--- src/rtl/uart_pkg.sv ---
// Shared constants and encodings for the UART image path.
// Holds the default bit period, the image geometry (784 elements packed
// into 98 bytes), the sender and TX frame state encodings, and the helper
// that forms an element address from a byte index and a bit position.
package uart_pkg;

  localparam int CLKS_PER_BIT_DEFAULT = 5209;
  localparam int NUM_ELEMENTS         = 784;
  localparam int BYTES_PER_IMAGE      = NUM_ELEMENTS / 8;

  // Sender (fetch/pack) state encodings
  localparam logic [2:0] SND_IDLE_ENC    = 3'd0;
  localparam logic [2:0] SND_FETCH_ENC   = 3'd1;
  localparam logic [2:0] SND_LOAD_ENC    = 3'd2;
  localparam logic [2:0] SND_WAIT_TX_ENC = 3'd3;
  localparam logic [2:0] SND_DONE_ENC    = 3'd4;

  typedef enum logic [2:0] {
    ST_IDLE    = SND_IDLE_ENC,
    ST_FETCH   = SND_FETCH_ENC,
    ST_LOAD    = SND_LOAD_ENC,
    ST_WAIT_TX = SND_WAIT_TX_ENC,
    ST_DONE    = SND_DONE_ENC
  } send_state_t;

  // UART TX frame state encodings
  localparam logic [2:0] TXS_IDLE_ENC    = 3'd0;
  localparam logic [2:0] TXS_START_ENC   = 3'd1;
  localparam logic [2:0] TXS_DATA_ENC    = 3'd2;
  localparam logic [2:0] TXS_STOP_ENC    = 3'd3;
  localparam logic [2:0] TXS_CLEANUP_ENC = 3'd4;

  typedef enum logic [2:0] {
    TX_IDLE      = TXS_IDLE_ENC,
    TX_START_BIT = TXS_START_ENC,
    TX_DATA_BITS = TXS_DATA_ENC,
    TX_STOP_BIT  = TXS_STOP_ENC,
    TX_CLEANUP   = TXS_CLEANUP_ENC
  } tx_state_t;

  // byte_idx*8 + k: with k < 8 this is a plain concatenation, so it can
  // never carry into the byte index and the largest value is 783.
  function automatic logic [9:0] elem_addr(input logic [6:0] byte_idx,
                                           input logic [2:0] k);
    return {byte_idx, k};
  endfunction

endpackage

--- src/rtl/uart_tx.sv ---
// 8N1 UART transmitter.
// Ports:
//   i_Clock      system clock (rising edge)
//   i_Rst_L      asynchronous active-low reset; line goes high at once
//   i_TX_DV      one-cycle strobe: latch i_TX_Byte and start a frame
//   i_TX_Byte    byte to send, LSB first
//   o_TX_Active  high from the first start-bit cycle to the last stop-bit cycle
//   o_TX_Serial  UART line, idles high
//   o_TX_Done    one-cycle pulse during the last stop-bit cycle
module uart_tx
  import uart_pkg::*;
#(
  parameter int CLKS_PER_BIT = CLKS_PER_BIT_DEFAULT
) (
  input  logic       i_Clock,
  input  logic       i_Rst_L,
  input  logic       i_TX_DV,
  input  logic [7:0] i_TX_Byte,
  output logic       o_TX_Active,
  output logic       o_TX_Serial,
  output logic       o_TX_Done
);

  localparam int CNT_W = (CLKS_PER_BIT > 1) ? $clog2(CLKS_PER_BIT) : 1;
  localparam logic [CNT_W-1:0] CNT_LAST = CNT_W'(CLKS_PER_BIT - 1);
  // Done is registered, so it is raised one count early to land on the
  // final stop-bit cycle; this keeps the sender's inter-byte gap exact.
  localparam logic [CNT_W-1:0] CNT_DONE = CNT_W'(CLKS_PER_BIT - 2);

  tx_state_t        state, state_next;
  logic [CNT_W-1:0] clk_cnt, clk_cnt_next;
  logic [2:0]       bit_idx, bit_idx_next;
  logic [7:0]       data, data_next;
  logic             serial, serial_next;
  logic             active, active_next;
  logic             done, done_next;

  assign o_TX_Serial = serial;
  assign o_TX_Active = active;
  assign o_TX_Done   = done;

  // Frame state and registered line outputs
  always_ff @(posedge i_Clock or negedge i_Rst_L) begin
    if (!i_Rst_L) begin
      state   <= TX_IDLE;
      clk_cnt <= '0;
      bit_idx <= 3'd0;
      data    <= 8'd0;
      serial  <= 1'b1;
      active  <= 1'b0;
      done    <= 1'b0;
    end else begin
      state   <= state_next;
      clk_cnt <= clk_cnt_next;
      bit_idx <= bit_idx_next;
      data    <= data_next;
      serial  <= serial_next;
      active  <= active_next;
      done    <= done_next;
    end
  end

  // Frame sequencing: start bit, 8 data bits (data[0] is always on the line), stop bit
  always_comb begin
    state_next   = state;
    clk_cnt_next = clk_cnt;
    bit_idx_next = bit_idx;
    data_next    = data;
    serial_next  = serial;
    active_next  = active;
    done_next    = 1'b0;

    case (state)
      TX_IDLE: begin
        serial_next  = 1'b1;
        clk_cnt_next = '0;
        bit_idx_next = 3'd0;
        if (i_TX_DV) begin
          data_next   = i_TX_Byte;
          serial_next = 1'b0;
          active_next = 1'b1;
          state_next  = TX_START_BIT;
        end else begin
          active_next = 1'b0;
        end
      end

      TX_START_BIT: begin
        if (clk_cnt == CNT_LAST) begin
          clk_cnt_next = '0;
          serial_next  = data[0];
          state_next   = TX_DATA_BITS;
        end else begin
          clk_cnt_next = clk_cnt + CNT_W'(1);
        end
      end

      TX_DATA_BITS: begin
        if (clk_cnt == CNT_LAST) begin
          clk_cnt_next = '0;
          if (bit_idx == 3'd7) begin
            serial_next = 1'b1;
            state_next  = TX_STOP_BIT;
          end else begin
            bit_idx_next = bit_idx + 3'd1;
            data_next    = {1'b0, data[7:1]};
            serial_next  = data[1];
          end
        end else begin
          clk_cnt_next = clk_cnt + CNT_W'(1);
        end
      end

      TX_STOP_BIT: begin
        done_next = (clk_cnt == CNT_DONE);
        if (clk_cnt == CNT_LAST) begin
          clk_cnt_next = '0;
          active_next  = 1'b0;
          state_next   = TX_CLEANUP;
        end else begin
          clk_cnt_next = clk_cnt + CNT_W'(1);
        end
      end

      TX_CLEANUP: begin
        state_next = TX_IDLE;
      end

      default: begin
        state_next  = TX_IDLE;
        serial_next = 1'b1;
        active_next = 1'b0;
      end
    endcase
  end

endmodule

--- src/rtl/uart_data_sender.sv ---
// Reads NUM_ELEMENTS signed 32-bit elements from a synchronous-read store,
// reduces each to one bit (nonzero -> 1), packs 8 bits per byte (lowest
// address in bit 0) and sends the bytes over an 8N1 UART line.
// Ports:
//   i_Clock       system clock (rising edge)
//   i_Rst_L       asynchronous active-low reset; aborts any transfer
//   i_Start       one-cycle start pulse, honoured only when idle
//   i_Elem_Data   element at the previous cycle's o_Elem_Addr
//   o_Elem_Addr   element address being read
//   o_Busy        high from the cycle after an accepted start until DONE exits
//   o_Done        one-cycle pulse once the last stop bit has completed
//   o_Byte_Count  bytes fully sent in the current transfer
//   o_TX_Active   high while a frame is on the line
//   o_TX_Serial   UART line, idles high
module uart_data_sender
  import uart_pkg::*;
#(
  parameter int CLKS_PER_BIT = CLKS_PER_BIT_DEFAULT,
  parameter int NUM_ELEMENTS = uart_pkg::NUM_ELEMENTS  // multiple of 8
) (
  input  logic               i_Clock,
  input  logic               i_Rst_L,
  input  logic               i_Start,
  input  logic signed [31:0] i_Elem_Data,
  output logic        [9:0]  o_Elem_Addr,
  output logic               o_Busy,
  output logic               o_Done,
  output logic        [6:0]  o_Byte_Count,
  output logic               o_TX_Active,
  output logic               o_TX_Serial
);

  localparam int BYTES_TO_SEND = NUM_ELEMENTS / 8;
  localparam logic [6:0] LAST_BYTE = 7'(BYTES_TO_SEND - 1);

  send_state_t state, state_next;
  logic [6:0]  byte_idx, byte_idx_next;
  logic [3:0]  k, k_next;  // FETCH cycle, 0..8
  logic [7:0]  shift, shift_next;
  logic [9:0]  addr, addr_next;
  logic        busy, busy_next;
  logic        done, done_next;
  logic [6:0]  byte_count, byte_count_next;
  logic        tx_dv, tx_dv_next;
  logic        tx_done;
  logic        elem_nz;

  assign elem_nz      = |i_Elem_Data;
  assign o_Elem_Addr  = addr;
  assign o_Busy       = busy;
  assign o_Done       = done;
  assign o_Byte_Count = byte_count;

  uart_tx #(
    .CLKS_PER_BIT(CLKS_PER_BIT)
  ) u_tx (
    .i_Clock    (i_Clock),
    .i_Rst_L    (i_Rst_L),
    .i_TX_DV    (tx_dv),
    .i_TX_Byte  (shift),
    .o_TX_Active(o_TX_Active),
    .o_TX_Serial(o_TX_Serial),
    .o_TX_Done  (tx_done)
  );

  // Sender state, counters and registered outputs
  always_ff @(posedge i_Clock or negedge i_Rst_L) begin
    if (!i_Rst_L) begin
      state      <= ST_IDLE;
      byte_idx   <= 7'd0;
      k          <= 4'd0;
      shift      <= 8'd0;
      addr       <= 10'd0;
      busy       <= 1'b0;
      done       <= 1'b0;
      byte_count <= 7'd0;
      tx_dv      <= 1'b0;
    end else begin
      state      <= state_next;
      byte_idx   <= byte_idx_next;
      k          <= k_next;
      shift      <= shift_next;
      addr       <= addr_next;
      busy       <= busy_next;
      done       <= done_next;
      byte_count <= byte_count_next;
      tx_dv      <= tx_dv_next;
    end
  end

  // Fetch/pack sequencing; every output is computed one cycle ahead
  always_comb begin
    state_next      = state;
    byte_idx_next   = byte_idx;
    k_next          = k;
    shift_next      = shift;
    addr_next       = addr;
    busy_next       = busy;
    done_next       = 1'b0;
    byte_count_next = byte_count;
    tx_dv_next      = 1'b0;

    case (state)
      ST_IDLE: begin
        if (i_Start) begin
          state_next      = ST_FETCH;
          byte_idx_next   = 7'd0;
          k_next          = 4'd0;
          addr_next       = elem_addr(7'd0, 3'd0);
          busy_next       = 1'b1;
          byte_count_next = 7'd0;
        end else begin
          state_next = ST_IDLE;
        end
      end

      ST_FETCH: begin
        // Data lags the address by one cycle, so cycle k carries element
        // k-1; shifting in at the MSB leaves the first element in bit 0.
        if (k != 4'd0) begin
          shift_next = {elem_nz, shift[7:1]};
        end else begin
          shift_next = shift;
        end
        if (k < 4'd7) begin
          addr_next = elem_addr(byte_idx, k[2:0] + 3'd1);
        end else begin
          addr_next = addr;
        end
        if (k == 4'd8) begin
          k_next     = 4'd0;
          tx_dv_next = 1'b1;  // strobe is high during LOAD
          state_next = ST_LOAD;
        end else begin
          k_next = k + 4'd1;
        end
      end

      ST_LOAD: begin
        state_next = ST_WAIT_TX;
      end

      ST_WAIT_TX: begin
        if (tx_done) begin
          byte_count_next = byte_count + 7'd1;
          if (byte_idx == LAST_BYTE) begin
            done_next  = 1'b1;
            state_next = ST_DONE;
          end else begin
            byte_idx_next = byte_idx + 7'd1;
            k_next        = 4'd0;
            addr_next     = elem_addr(byte_idx + 7'd1, 3'd0);
            state_next    = ST_FETCH;
          end
        end else begin
          state_next = ST_WAIT_TX;
        end
      end

      ST_DONE: begin
        busy_next  = 1'b0;
        state_next = ST_IDLE;
      end

      default: begin
        busy_next  = 1'b0;
        state_next = ST_IDLE;
      end
    endcase
  end

endmodule
--- config.mk ---
export PLATFORM = sky130hd
export DESIGN_NAME = uart_data_sender
export DESIGN_NICKNAME = d
export VERILOG_FILES = /design/src/rtl/uart_pkg.sv /design/src/rtl/uart_tx.sv /design/src/rtl/uart_data_sender.sv
export SDC_FILE = /design/constraint.sdc
export NUM_CORES = 1
export LEC_CHECK = 0
export ABC_AREA = 1
export BUFFER_PORTS_ARGS = -buffer_cell sky130_fd_sc_hd__buf_2
export CELL_PAD_IN_SITES_DETAIL_PLACEMENT = 1
export CELL_PAD_IN_SITES_GLOBAL_PLACEMENT = 2
export CORE_AREA = 8 8 120 122
export DETAILED_ROUTE_END_ITERATION = 10
export DIE_AREA = 0 0 128 130
export GPL_ROUTABILITY_DRIVEN = 0
export HOLD_SLACK_MARGIN = 0.05
export PLACE_DENSITY = 0.88
export SLEW_MARGIN = 20
export SYNTH_ARGS = -nofsm -noshare
export SYNTH_HDL_FRONTEND = slang
export SYNTH_SLANG_ARGS = --single-unit
--- constraint.sdc ---
create_clock -name i_Clock -period 2.15 [get_ports i_Clock]
set_clock_uncertainty 0.15 [all_clocks]
set_input_delay 0.215 -clock i_Clock [delete_from_list [all_inputs] [get_ports i_Clock]]
set_output_delay 0.215 -clock i_Clock [all_outputs]
set_load 0.05 [all_outputs]
==> results of run 1 <==
[routing by layer]
layer / share of wire, % / vias up / global-route usage [%]
met1: 49 / 1797 / 17.8
li1: - / 1860 / -
met4: 0.92 / 0 / 3.71
met5: 0 / - / 0
met3: 3.2 / 7 / 3.06
met2: 47 / 68 / 22.9
[critical path: stages (launching register included)]
cell	delay, ps
dfrtp_1	420
inv_1	80
ha_1	140
nand3_1	110
nor2_1	150
nand2_2	140
nand2_2	260
nand3_4	170
nand2_1	100
nand2_1	50
[stage by stage]
| stage | hold WS [ps] | worst slack [ps] | std cells | power (mW) | cell area (sq um) |
|---|---|---|---|---|---|
| after floorplan | -231 | 548 | 537 | 1.39 | 4060 |
| after global placement | 132 | 295 | 762 | 1.45 | 4550 |
| after detailed placement | 134 | 188 | 762 | 1.45 | 4550 |
| after CTS | 78.2 | 195 | 779 | 3.21 | 4910 |
| after global routing | 111 | 132 | 779 | 3.27 | 4910 |
| final | 85.1 | 266 | 779 | 3.16 | 4910 |
[kinds of logic (layout without fill, tap and decap cells)]
logic type / after synthesis / after routing / synth area share [%]
AND/OR/NAND/NOR: 324 / 324 / 36.3
adder cells (fa/ha/maj): 9 / 9 / 2.78
buffers and inverters: 67 / 137 / 6.85
XOR/XNOR: 3 / 3 / 0.648
AO/OA/AOI/OAI: 62 / 62 / 8.94
flip-flops: 72 / 72 / 44.4
[area by class of cell]
type,instances,area [sq um]
Inverter,58,220
Timing Repair Buffer,63,350
Sequential cell,72,1800
Tap cell,172,215
Fill cell,1553,7500
Clock inverter,5,104
Clock buffer,11,243
Multi-Input combinational cell,398,1980
[repair_timing]
action	CTS	global route
hold buffers	1	0
resized for setup	0	1
hold endpoints to repair	71	0
setup endpoints to repair	0	4
[flip-flops by register name (all words and copies together), names as in the netlist]
| signal | cells |
|---|---|
| u_tx.clk_cnt | 13 |
| o_Elem_Addr | 10 |
| shift | 8 |
| u_tx.data | 8 |
| byte_idx | 7 |
| o_Byte_Count | 7 |
| k | 4 |
| state | 3 |
| u_tx.bit_idx | 3 |
| u_tx.state | 3 |
| o_Busy | 1 |
| o_Done | 1 |
| tx_dv | 1 |
| u_tx.o_TX_Active | 1 |
| u_tx.o_TX_Done | 1 |
| u_tx.o_TX_Serial | 1 |
[cells in the final DEF (no fill, tap or decap), types with 2 or more instances in the layout]
cell	n
o21ai_2	5
nor2_8	2
nand4_1	20
a21oi_4	2
nand2_2	4
a21oi_1	11
nor2_2	2
o21bai_1	2
xor2_1	2
dfrtp_1	70
buf_2	55
clkbuf_16	9
nand2_4	5
nand3_1	35
inv_1	56
nor3_1	3
nand2_1	185
o21ai_1	3
nand3_4	3
nor2_1	58
o21ai_0	35
buf_4	6
ha_1	9
a31oi_1	2
bufinv_16	3
[path summary, 6_finish.rpt]
check / depth (start not counted) / end / slack (ps)
max reg2reg: 9 / u_tx.data[4] / 270
max: 9 / u_tx.data[4] / 270
min reg2reg: 2 / u_tx.o_TX_Serial / 310
min in group asynchronous: 3 / u_tx.clk_cnt[2] / 300
max in group asynchronous: 3 / shift[1] / 1210
min: 3 / o_Busy / 90
[power groups by stage]
| stage | logic [mW] | clock network [mW] | registers [mW] |
|---|---|---|---|
| 2_1_floorplan | 0.00879 | 0 | 1.38 |
| 3_3_place_gp | 0.0719 | 0 | 1.38 |
| 3_5_place_dp | 0.0745 | 0 | 1.38 |
| 4_1_cts | 0.0756 | 1.78 | 1.36 |
| 5_1_grt | 0.0839 | 1.83 | 1.35 |
| 6_report | 0.0722 | 1.74 | 1.36 |
==> tab_implementation.tex, run 1 <==
\begin{tabular}{lr}
\hline
Metric & Value \\
\hline
\multicolumn{2}{l}{\textbf{Outcome}} \\
Run status & complete, no violations \\
\multicolumn{2}{l}{\textbf{Clock network}} \\
Master cell of the clock root buffer & clkbuf\_16 \\
Post-CTS setup buffer count & 0 \\
Number of buffers on the longest clock path & 2 \\
CTS tree & built \\
Clock buffers created by TritonCTS & 9 \\
Sinks on Clock Net & $\sim$70 \\
Insertion delay to the later sink of the worst-skew pair & roughly 330 ps \\
Max H-tree Level & 3 \\
Clock transition at the registers of the reported paths & $\sim$60 ps \\
\multicolumn{2}{l}{\textbf{Final layout}} \\
Fraction of final layout cells with drive strength greater than 1 & 17.8\% \\
Antenna Cells & 0 \\
Final cell utilization of the core & 39.6\% \\
Post-layout nets & approximately 650 \\
Synthesis-to-finish area growth & 21.1\% \\
\multicolumn{2}{l}{\textbf{Yosys}} \\
Syn Std Cell Area & around 4100 sq um \\
Count of mapped cells out of synthesis & between 500 and 600 \\
Most frequent cell after synthesis & nand2\_1 \\
Most frequent cells after synthesis & nand2\_1 (185), dfrtp\_1 (71), nor2\_1 (58), inv\_1 (56) \\
Number of warnings issued by yosys & 0 \\
Cell type contributing the most total cell area after synthesis & dfrtp\_1 \\
Share of synthesized area occupied by flip-flops and latches & between 40 and 50\% \\
Post-synthesis register bit count & a little over 70 \\
Avg Synthesized Cell Area & $\sim$7.6 sq um \\
Synthesized Nets & between 500 and 600 \\
Leading cell types by total area after synthesis & dfrtp\_1 (44\%), nand2\_1 (17\%), nor2\_1 (5.4\%), inv\_1 (5.2\%), nand3\_1 (4.3\%) \\
Count of unique library cells instantiated by Yosys & 38 \\
Primary FF master, synth & dfrtp\_1 \\
Area share of the largest cell type after synthesis & a little over two fifths \\
Number of synthesized flops with an enable pin & 0 \\
Asr flop ratio synth & 100\% \\
\multicolumn{2}{l}{\textbf{Global route}} \\
Overflow left after global routing & 0 \\
Antenna violations before repair & 0 \\
Global-route wire length before repair & 19000 microns \\
Vias in the first global route & about 4k \\
Overall global routing resource usage & 13.8\% \\
Maximum number of pins on one net before global-route repair & 73 \\
\multicolumn{2}{l}{\textbf{Worst setup path}} \\
Worst setup SP type & flip-flop \\
Endpoint class of the critical path & flip-flop \\
Category of the critical setup timing path & reg2reg \\
Worst EP arrival & 1950 ps \\
Required time of the critical path & roughly 2200 ps \\
Worst-path maximum fanout & 10 \\
Worst R2R Start & u\_tx.clk\_cnt[0] \\
First element of the critical path & u\_tx.clk\_cnt[0] \\
\multicolumn{2}{l}{\textbf{Floorplan}} \\
Boundary pin count & 56 \\
Placeable core region & roughly 12000 sq um \\
Effective utilization at floorplan & roughly a third \\
Die ar. & 16600 sq um \\
Die Span X & 128 microns \\
Height of the chip & roughly 130 microns \\
Number of placement rows & slightly above 40 \\
\multicolumn{2}{l}{\textbf{Power and ir drop}} \\
Pleak & about 2.4 nW \\
Combinational power share & approximately 2.3\% \\
Total power per unit cell area & around 640 nW/um\^{}2 \\
Int Power & between 2 and 3 mW \\
Switching share of power & between 15 and 20\% \\
Share of power burned in registers & 42.8\% \\
Net Switching & between 0.6 and 0.7 mW \\
Max rail drop VDD & around 390 uV \\
Clock network fraction of total power & 54.9\% \\
\multicolumn{2}{l}{\textbf{Worst hold path}} \\
Source of the worst hold timing path & i\_Start \\
Path type of the worst min-delay path & in2reg \\
\multicolumn{2}{l}{\textbf{STA}} \\
Min cycle time layout & roughly 1900 ps \\
Final worst path period share & 87.6\% \\
Final hold violations & 0 \\
RSZ-0062 raised after global routing & no \\
Remaining max-slew budget at the tightest pin & between 60 and 70\% \\
Timing-limited maximum frequency & 0.531 GHz \\
Number of pins exceeding their max-slew limit in the final report & 0 \\
Final total negative setup slack & 0 ps \\
Number of setup violations in the final report & 0 \\
Transition at the pin with the smallest max-transition slack & 465 ps \\
\multicolumn{2}{l}{\textbf{Drt}} \\
Number of search-and-repair iterations in the first detailed-routing pass & 4 \\
Total vias in the final route & 3732 \\
Final WL & approximately 11000 microns \\
Residual DRC & 0 \\
Count of routing violations after the opening detailed-route iteration & about 260 \\
DR WL/cell & approximately 14 microns \\
Number of vias per cell after detailed routing & roughly 4.8 \\
DRT antenna net count & 0 \\
\multicolumn{2}{l}{\textbf{Place}} \\
Port Buffer Count & 55 \\
Total half-perimeter wirelength after legalization and detailed placement & 7720 microns \\
\multicolumn{2}{l}{\textbf{Flow run}} \\
Number of max-capacitance violations reported & 0 \\
\hline
\end{tabular}
No activity file was read; power rests on OpenSTA's default activity.
==> run 2, diff against run 1 <==
--- a/config.mk
+++ b/config.mk
@@ -7,14 +7,12 @@
 export LEC_CHECK = 0
 export ABC_AREA = 1
 export BUFFER_PORTS_ARGS = -buffer_cell sky130_fd_sc_hd__buf_2
-export CELL_PAD_IN_SITES_DETAIL_PLACEMENT = 1
-export CELL_PAD_IN_SITES_GLOBAL_PLACEMENT = 2
-export CORE_AREA = 8 8 120 122
+export CORE_AREA = 10 10 100 102
 export DETAILED_ROUTE_END_ITERATION = 10
-export DIE_AREA = 0 0 128 130
+export DIE_AREA = 0 0 110 112
 export GPL_ROUTABILITY_DRIVEN = 0
 export HOLD_SLACK_MARGIN = 0.05
-export PLACE_DENSITY = 0.88
+export PLACE_DENSITY = 0.81
 export SLEW_MARGIN = 20
 export SYNTH_ARGS = -nofsm -noshare
 export SYNTH_HDL_FRONTEND = slang
==> tab_implementation.tex, run 2 (synthesis gave the netlist of run 1 again) <==
\begin{tabular}{lr}
\hline
Metric & Value \\
\hline
\multicolumn{2}{l}{\textbf{Power and ir drop}} \\
Clock network fraction of total power & 46.4\% (was 54.9\%) \\
Pwr Total & 2.66 mW (was 3.16 mW) \\
Net Switching & 0.557 mW (was 0.612 mW) \\
Total power per unit cell area & 564 nW/um\^{}2 (was 644 nW/um\^{}2) \\
Switching share of power & 21.0\% (was 19.3\%) \\
Share of power burned in registers & 50.9\% (was 42.8\%) \\
Max rail drop VDD & 380 uV (was 386 uV) \\
Int Power & 2.10 mW (was 2.55 mW) \\
Pleak & 2.37 nW (was 2.42 nW) \\
Combinational power share & 2.7\% (was 2.3\%) \\
\multicolumn{2}{l}{\textbf{Final layout}} \\
Post-layout nets & 646 (unchanged) \\
Final design instance area without fill & 4710 sq um (was 4910 sq um) \\
Most frequent cells in the layout & nand2\_1 (185), dfrtp\_1 (71), nor2\_1 (58), inv\_1 (56), buf\_2 (55) (was nand2\_1 (185), dfrtp\_1 (70), nor2\_1 (58), inv\_1 (56), buf\_2 (55)) \\
Footprint of the flip-flops and latches & 1800 sq um (about the same) \\
Fraction of final layout cells with drive strength greater than 1 & 17.6\% (was 17.8\%) \\
Register containing the most flip-flops in the final layout & u\_tx.clk\_cnt (unchanged) \\
Max reg flops & 13 (unchanged) \\
Multi-input gate area & 1980 sq um (unchanged) \\
Most common cell after layout, fill and taps aside & nand2\_1 (unchanged) \\
Antenna Cells & 0 (unchanged) \\
Synthesis-to-finish area growth & 16.2\% (was 21.1\%) \\
Total of fill cells in the finished design & 693 (was 1553) \\
\multicolumn{2}{l}{\textbf{Drt}} \\
Met2 layer wire length in the routed design & 4130 microns (was 4990 microns) \\
Final WL & 8990 microns (was 10700 microns) \\
DR WL/cell & 12.6 microns (was 13.7 microns) \\
WL met1 & 4160 microns (was 5260 microns) \\
Number of search-and-repair iterations in the first detailed-routing pass & 4 (unchanged) \\
Uppermost signal routing layer after detailed routing & met4 (unchanged) \\
Residual DRC & 0 (unchanged) \\
Number of vias per cell after detailed routing & 5.13 (was 4.79) \\
Count of routing violations after the opening detailed-route iteration & 248 (was 258) \\
Total vias in the final route & 3652 (was 3732) \\
DRT antenna net count & 0 (unchanged) \\
Met3 routed WL & 530 microns (was 344 microns) \\
\multicolumn{2}{l}{\textbf{STA}} \\
Number of setup violations in the final report & 0 (unchanged) \\
Transition at the pin with the smallest max-transition slack & 416 ps (was 465 ps) \\
Hold Worst Slack & 127 ps (was 85.1 ps) \\
Remaining max-slew budget at the tightest pin & 72.2\% (was 69.0\%) \\
Final Worst Setup Slack & 233 ps (was 266 ps) \\
Final hold violations & 0 (unchanged) \\
Final worst path period share & 89.2\% (was 87.6\%) \\
Number of pins exceeding their max-slew limit in the final report & 0 (unchanged) \\
Final total negative setup slack & 0 ps (unchanged) \\
RSZ-0062 raised after global routing & no (unchanged) \\
Min cycle time layout & 1920 ps (was 1880 ps) \\
Timing-limited maximum frequency & 0.522 GHz (was 0.531 GHz) \\
\multicolumn{2}{l}{\textbf{Place}} \\
Placement Setup Slack & 242 ps (was 188 ps) \\
Total half-perimeter wirelength after legalization and detailed placement & 6500 microns (was 7720 microns) \\
Port Buffer Count & 55 (unchanged) \\
Post-placement cell area & 4460 sq um (was 4550 sq um) \\
\multicolumn{2}{l}{\textbf{Worst setup path}} \\
Required time of the critical path & 2240 ps (was 2210 ps) \\
Endpoint class of the critical path & flip-flop (unchanged) \\
Worst setup SP type & flip-flop (unchanged) \\
Worst EP arrival & 2000 ps (was 1950 ps) \\
Category of the critical setup timing path & reg2reg (unchanged) \\
Worst-path maximum fanout & 12 (was 10) \\
\multicolumn{2}{l}{\textbf{Worst hold path}} \\
Path type of the worst min-delay path & in2reg (unchanged) \\
\multicolumn{2}{l}{\textbf{Outcome}} \\
Run status & complete, no violations (unchanged) \\
\multicolumn{2}{l}{\textbf{Floorplan}} \\
Effective utilization at floorplan & 50.4\% (was 32.7\%) \\
Die ar. & 12300 sq um (was 16600 sq um) \\
Height of the chip & 112 microns (was 130 microns) \\
Die Span X & 110 microns (was 128 microns) \\
Number of placement rows & 33 (was 41) \\
Placeable core region & 8050 sq um (was 12400 sq um) \\
Boundary pin count & 56 (unchanged) \\
\multicolumn{2}{l}{\textbf{Flow run}} \\
Number of max-capacitance violations reported & 0 (unchanged) \\
\multicolumn{2}{l}{\textbf{Clock network}} \\
Max H-tree Level & 3 (unchanged) \\
Post-CTS setup buffer count & 0 (unchanged) \\
Insertion delay to the later sink of the worst-skew pair & 350 ps (was 330 ps) \\
Sinks on Clock Net & 72 (unchanged) \\
Count of instances resized after the clock tree is built & 0 (unchanged) \\
CTS tree & built (unchanged) \\
Clock buffers created by TritonCTS & 9 (unchanged) \\
Master cell of the clock root buffer & clkbuf\_8 (was clkbuf\_16) \\
Number of buffers on the longest clock path & 2 (unchanged) \\
Clock transition at the registers of the reported paths & 70 ps (was 60 ps) \\
\multicolumn{2}{l}{\textbf{Global route}} \\
Maximum number of pins on one net before global-route repair & 73 (unchanged) \\
Vias in the first global route & 3712 (was 4008) \\
Overall global routing resource usage & 15.5\% (was 13.8\%) \\
Antenna violations before repair & 0 (unchanged) \\
Global-route wire length before repair & 16100 microns (was 19000 microns) \\
Overflow left after global routing & 0 (unchanged) \\
\hline
\end{tabular}
run 2: power groups by stage:
stage / Clock (mW) / Sequential, mW / Combinational [mW]
2_1_floorplan: 0 / 1.38 / 0.00879
3_3_place_gp: 0 / 1.38 / 0.0694
3_5_place_dp: 0 / 1.38 / 0.0716
4_1_cts: 1.24 / 1.35 / 0.0744
5_1_grt: 1.30 / 1.35 / 0.0842
6_report: 1.23 / 1.35 / 0.0717
run 2: worst max-delay path, cell delays in order, from the launching register on:
cell and delay [ps]:
dfrtp_1 570, inv_1 120, nand3_2 80, inv_1 180
a21oi_4 380, nand3_4 170, nand2_1 100, nand2_1 50
run 2: cell type report:
type | instances | area share [%]
repair buffers | 63 | 7.49
well taps | 105 | 2.79
inverters | 58 | 4.67
clock buffers | 11 | 3.21
flip-flops and latches | 72 | 38.3
multi-input cells | 398 | 41.9
clock inverters | 5 | 1.67
run 2: path summary, 6_finish.rpt:
kind / startpoint / end / slack (ps) / depth (start not counted)
min reg2reg: u_tx.o_TX_Serial / u_tx.o_TX_Serial / 320 / 2
max reg2reg: u_tx.state[2] / u_tx.data[1] / 230 / 7
max in group asynchronous: i_Rst_L / u_tx.o_TX_Active / 1270 / 3
max: u_tx.state[2] / u_tx.data[1] / 230 / 7
min in group asynchronous: i_Rst_L / u_tx.clk_cnt[6] / 250 / 3
min: i_Elem_Data[4] / shift[7] / 130 / 7
run 2: per-stage QoR:
step / std cells / utilization, %
3_3_place_gp: 694 / 55.4
6_report: 712 / 58.5
2_1_floorplan: 537 / -
3_5_place_dp: 694 / 55.4
5_1_grt: 712 / 58.5
4_1_cts: 712 / 58.5
run 2: layer usage:
| metal | global-route usage [%] | vias up |
|---|---|---|
| met2 | 24.5 | 113 |
| met5 | 0 | - |
| met4 | 5.64 | 0 |
| li1 | - | 1852 |
| met1 | 20.0 | 1671 |
| met3 | 3.52 | 16 |
run 2: timing repair:
| item | in CTS | in global routing |
|---|---|---|
| hold buffers | 2 | 0 |
| endpoints found under the hold margin | 72 | 0 |
| setup endpoints to repair | 0 | 0 |
